`src/rtl/seq_det_pkg.sv`:
```
// Shared types and constants for the serial pattern / equal-run detector.
package seq_det_pkg;

    typedef enum logic [1:0] {
        UNCFG = 2'd0,
        FILL  = 2'd1,
        ARMED = 2'd2
    } seq_det_state_t;

    localparam logic MODE_PATTERN = 1'b0;
    localparam logic MODE_RUN     = 1'b1;

endpackage

```
`src/rtl/seq_det_sat_counter.sv`:
```
// Saturating up-counter; a synchronous clear takes priority over an increment.
module seq_det_sat_counter #(
    parameter int CNT_W = 16
) (
    input  logic             clk,
    input  logic             reset,
    input  logic             clear_i,
    input  logic             inc_i,
    output logic [CNT_W-1:0] count_o
);

    logic [CNT_W-1:0] count_q;
    logic [CNT_W-1:0] count_d;

    always_comb begin
        count_d = count_q;
        if (clear_i) begin
            count_d = '0;
        end else if (inc_i && (count_q != {CNT_W{1'b1}})) begin
            count_d = count_q + 1'b1;
        end
    end

    always_ff @(posedge clk or posedge reset) begin
        if (reset) begin
            count_q <= '0;
        end else begin
            count_q <= count_d;
        end
    end

    assign count_o = count_q;

endmodule

```
`src/rtl/seq_pattern_detector.sv`:
```
// Serial bit-stream detector: programmable pattern of 1..PAT_W bits or a run of
// identical bits, with overlapping / non-overlapping detection and a match counter.
module seq_pattern_detector
    import seq_det_pkg::*;
#(
    parameter  int PAT_W = 8,
    parameter  int CNT_W = 16,
    localparam int LEN_W = $clog2(PAT_W + 1)
) (
    input  logic             clk,
    input  logic             reset,
    input  logic             cfg_load,
    input  logic [PAT_W-1:0] cfg_pattern,
    input  logic [LEN_W-1:0] cfg_len,
    input  logic             cfg_mode,
    input  logic             cfg_overlap,
    input  logic             in_valid,
    input  logic             in_bit,
    input  logic             cnt_clear,
    output logic             detect,
    output logic             armed,
    output logic             cfg_err,
    output logic [CNT_W-1:0] match_count
);

    seq_det_state_t   state_q, state_d;
    logic [PAT_W-1:0] hist_q, hist_d;
    logic [LEN_W-1:0] fill_q, fill_d;
    logic [PAT_W-1:0] pat_q, pat_d;
    logic [LEN_W-1:0] len_q, len_d;
    logic             mode_q, mode_d;
    logic             ovl_q, ovl_d;
    logic             detect_q, detect_d;
    logic             cfg_err_q, cfg_err_d;
    logic             armed_q;

    logic             len_legal;
    logic [PAT_W-1:0] len_mask;
    logic [PAT_W-1:0] hist_shift;
    logic [PAT_W-1:0] window;
    logic [LEN_W-1:0] fill_inc;
    logic             window_match;
    logic             match;

    assign len_legal  = (cfg_len != '0) && (cfg_len <= LEN_W'(PAT_W));
    assign hist_shift = {hist_q[PAT_W-2:0], in_bit};

    // Only the newest len_q bits of the shifted history take part in the compare.
    always_comb begin
        len_mask = '0;
        for (int i = 0; i < PAT_W; i++) begin
            len_mask[i] = (i < int'(len_q));
        end
    end

    assign window   = hist_shift & len_mask;
    assign fill_inc = (fill_q == len_q) ? fill_q : fill_q + 1'b1;

    always_comb begin
        if (mode_q == MODE_RUN) begin
            window_match = (window == '0) || (window == len_mask);
        end else begin
            window_match = (window == (pat_q & len_mask));
        end
    end

    always_comb begin
        state_d   = state_q;
        hist_d    = hist_q;
        fill_d    = fill_q;
        pat_d     = pat_q;
        len_d     = len_q;
        mode_d    = mode_q;
        ovl_d     = ovl_q;
        detect_d  = 1'b0;
        cfg_err_d = 1'b0;
        match     = 1'b0;

        if (cfg_load) begin
            if (len_legal) begin
                pat_d   = cfg_pattern;
                len_d   = cfg_len;
                mode_d  = cfg_mode;
                ovl_d   = cfg_overlap;
                hist_d  = '0;
                fill_d  = '0;
                state_d = FILL;
            end else begin
                cfg_err_d = 1'b1;
            end
        end else if (in_valid && (state_q != UNCFG)) begin
            hist_d = hist_shift;
            fill_d = fill_inc;
            if (fill_inc == len_q) begin
                state_d = ARMED;
                if (window_match) begin
                    match    = 1'b1;
                    detect_d = 1'b1;
                    if (!ovl_q) begin
                        fill_d  = '0;
                        state_d = FILL;
                    end
                end
            end
        end
    end

    always_ff @(posedge clk or posedge reset) begin
        if (reset) begin
            state_q   <= UNCFG;
            hist_q    <= '0;
            fill_q    <= '0;
            pat_q     <= '0;
            len_q     <= '0;
            mode_q    <= 1'b0;
            ovl_q     <= 1'b0;
            detect_q  <= 1'b0;
            cfg_err_q <= 1'b0;
            armed_q   <= 1'b0;
        end else begin
            state_q   <= state_d;
            hist_q    <= hist_d;
            fill_q    <= fill_d;
            pat_q     <= pat_d;
            len_q     <= len_d;
            mode_q    <= mode_d;
            ovl_q     <= ovl_d;
            detect_q  <= detect_d;
            cfg_err_q <= cfg_err_d;
            armed_q   <= (state_d == ARMED);
        end
    end

    seq_det_sat_counter #(
        .CNT_W (CNT_W)
    ) u_count (
        .clk     (clk),
        .reset   (reset),
        .clear_i (cnt_clear),
        .inc_i   (match),
        .count_o (match_count)
    );

    assign detect  = detect_q;
    assign armed   = armed_q;
    assign cfg_err = cfg_err_q;

endmodule

```
`config.mk`:
```
export PLATFORM = sky130hd
export DESIGN_NAME = seq_pattern_detector
export DESIGN_NICKNAME = d
export VERILOG_FILES = /design/src/rtl/seq_det_pkg.sv /design/src/rtl/seq_det_sat_counter.sv /design/src/rtl/seq_pattern_detector.sv
export SDC_FILE = /design/constraint.sdc
export NUM_CORES = 1
export LEC_CHECK = 0
export BUFFER_PORTS_ARGS = -buffer_cell sky130_fd_sc_hd__buf_2
export CAP_MARGIN = 20
export CORE_MARGIN = 1
export CORE_UTILIZATION = 35
export CTS_CLUSTER_SIZE = 30
export DETAILED_ROUTE_END_ITERATION = 8
export GPL_TIMING_DRIVEN = 0
export PLACE_DENSITY_LB_ADDON = 0.05
export REMOVE_ABC_BUFFERS = 1
export SETUP_SLACK_MARGIN = 0.02
export SLEW_MARGIN = 20
export SYNTH_ARGS = -nofsm -noshare
export SYNTH_HDL_FRONTEND = slang
export SYNTH_HIERARCHICAL = 1
export SYNTH_SLANG_ARGS = --single-unit
```
`constraint.sdc`:
```
create_clock -name clk -period 4.4 [get_ports clk]
set_input_delay 0 -clock clk [delete_from_list [all_inputs] [get_ports clk]]
set_output_delay 0 -clock clk [all_outputs]
set_load 0.02 [all_outputs]
```
==> results.toml <==
[outcome]
status = "finished clean"

[setup_path]
critPathLaunchType = "flop"
slowest_delay_ns = 0.54
arrival_ns = 4.14
cp_top_family = "simple AND/OR/NAND/NOR gates"
cp.buffers_inverters = 0
cp_slowest_cell = "dfrtp_1"
cp.required_ns = 4.64
crit_fanout = 12
critPathKind = "reg -> reg"
crit_chain = "o21a_1, or3b_1, a32o_1, o31a_1, mux2i_2, nor2b_2, nand3_1, or4_4, or4_1, a21oi_1"
crit_path_end_kind = "flop"

[power]
peakVddDrop_mv = 0.171
leakage_uw = 0.00141
intPower_uw = 730
p_clk_share_pct = 25.1
pwr-share-seq_pct = 48.0
p_comb_share_pct = 27.0
netSwitchingPower_uw = 370
power_density_mw_per_mm2 = 351
swShare_pct = 33.6

[detailed_routing]
avgViaCountPerCell = 5.19
wire_per_inst_um = 14.2
post-route-drc-count = 0
ant_nets = 0
first_pass_iters = 4
drt-total-wl_um = 6270
drtIter0Drc = 147
vias = 2290

[cells_and_area]
fin_util_pct = 42.7
nets = 363
layout.cells.most_common_list = "nand2_1 (58), dfrtp_1 (46), buf_2 (38)"
diodes = 0
area_delta_synth_final_pct = 17.3
finalNonFillerCells = 441
layout.cells.most_common = "nand2_1"
layout-drive-gt1-share_pct = 19.6

[sta]
setup_violations = 0
timing.setup.tns_ns = 0
fin_worst_skew_ns = 0.00911
maxSlewHeadroom_pct = 38.6
rsz0062_at_grt = "no"
hold_viol = 0
finalMaxSlewViolations = 0
worstMarginPinSlew_ns = 0.918
worst_slack_ns = 0.499
max_freq_ghz = 0.256
min_period_ns = 3.90
fin_crit_sh_pct = 88.7

[clock_network]
cts_made_buffers = 5
clk_latency_ns = 0.30
cts-root-buf = "clkbuf_8"
htreeDepth = 2
clock-sinks = 46
clk_path_buf_depth = 2
clk_pin_slew_ns = 0.09
cts_tree = "yes"

[synth]
ys_seq_area_share_pct = 43.1
synth_enable_flop_cells = 0
synth_top_area_cell = "dfrtp_1"
ys_warn_count = 6
ys_async_sr_fraction_pct = 100
avgSynthCellArea_um2 = 9.05
synth-seq-cells = 46
synthesis.area_mm2 = 0.00267
synth_area_leaders = "dfrtp_1 (43%), nand2_1 (8.2%), a21oi_1 (3.9%), nand3_1 (3.2%), xor2_1 (3.0%)"
synth.distinct_cells = 59
synth_ff_type = "dfrtp_1"
synthDominantCellAreaShare_pct = 43.1
synthCells = 295

[global_routing]
track_usage_pct = 17.1
antenna_found_initial = 0
grt_pass1_vias = 2107
grt_pass1_wl_um = 10500
overflow = 0
grt_max_degree = 31

[floorplan]
dieArea_mm2 = 0.00798
placeableCoreArea_mm2 = 0.00733
fp-row-count = 31
die_h_um = 89.3
dieWidth_um = 89.3
pin_count = 39
start_util_pct = 36.4

[min_path]
hold_path.class = "in -> reg"

[placed_design]
io_buffers = 38
hpwlAfterDp_um = 4310
post-place-ws_ns = 0.287
place_inst = 418
gp_congestion = 0.764

[job]
drv_cap = 0
-- timing repair --
action,4_1_cts,5_1_grt
resized for setup,0,1
buffers inserted,0,0
endpoints found under the setup margin,0,1
hold buffers,15,0
endpoints found under the hold margin,60,0
-- worst min-delay path: cells and delay by family --
kind | cells | cell delay [ns]
AO/OA/AOI/OAI | 1 | 0.07
buffers and inverters | 2 | 0.23
-- final timing paths --
| check | start | end | slack, ns | cells past startpoint |
|---|---|---|---|---|
| max | len_q[1] | u_count/count_o[13] | 0.50 | 10 |
| min | cfg_load | cfg_err | 0.03 | 3 |
| max reg2reg | len_q[1] | u_count/count_o[13] | 0.50 | 10 |
| min reg2reg | state_q[0] | armed | 0.49 | 1 |
| max in group asynchronous | reset | u_count/count_o[1] | 3.62 | 3 |
| min in group asynchronous | reset | detect | 0.34 | 3 |
-- power groups by stage --
stage	Clock (µW)	Combinational [µW]	Sequential [µW]
floorplan	0	219	525
global placement	0	286	536
detailed placement	0	287	536
CTS	289	300	528
global route	305	330	538
finish	276	297	527
-- kinds of logic after synthesis --
logic type               synth area share (%)
AO/OA/AOI/OAI                            16.6
AND/OR/NAND/NOR                          27.7
multiplexers                             1.73
flip-flops                               43.1
XOR/XNOR                                 4.59
adder cells (fa/ha/maj)                  1.31
buffers and inverters                    4.88
-- layout make-up --
class                   count  area (µm²)
fillers                   744        4200
multi-input cells         226        1390
flip-flops and latches     46        1150
clock inverters             1        5.00
clock buffers               7        86.3
inverters                   9        33.8
repair buffers             53         340
well taps                  99         124
-- synth_stat cells, drive strengths merged (2+ instances only) --
cell / instances
nand2: 58
dfrtp: 46
a21oi: 21
nand3: 18
o21ai: 16
or3: 10
or4: 10
inv: 9
nor2: 9
xor2: 9
clkbuf: 7
nand4: 7
nor3: 7
buf: 6
nor4: 6
o31ai: 6
xnor2: 5
nand2b: 4
nor2b: 4
a211o: 3
o41ai: 3
a31oi: 2
ha: 2
mux2: 2
mux2i: 2
o221ai: 2
o22a: 2
o22ai: 2
-- per-stage QoR --
stage	power, µW	area [µm²]	hold WS, ns
global placement	823	2890	0.154
finish	1100	3130	0.0348
detailed placement	823	2890	0.143
CTS	1120	3130	0.0264
global route	1170	3130	0.0488
floorplan	744	2570	-0.0863
-- flip-flops by register name, summed over array words and instances, names as in the netlist --
register / count
armed: 1
cfg_err: 1
detect: 1
fill_q: 4
hist_q: 7
len_q: 4
mode_q: 1
ovl_q: 1
pat_q: 8
state_q: 2
u_count/count_o: 16
-- routing by layer --
metal / wire (µm) / global-route usage [%]
met5: 0 / 0
met2: 2810 / 25.5
met3: 158 / 3.14
met1: 3230 / 25.4
met4: 78 / 4.33
No activity file was read; power rests on OpenSTA's default activity.
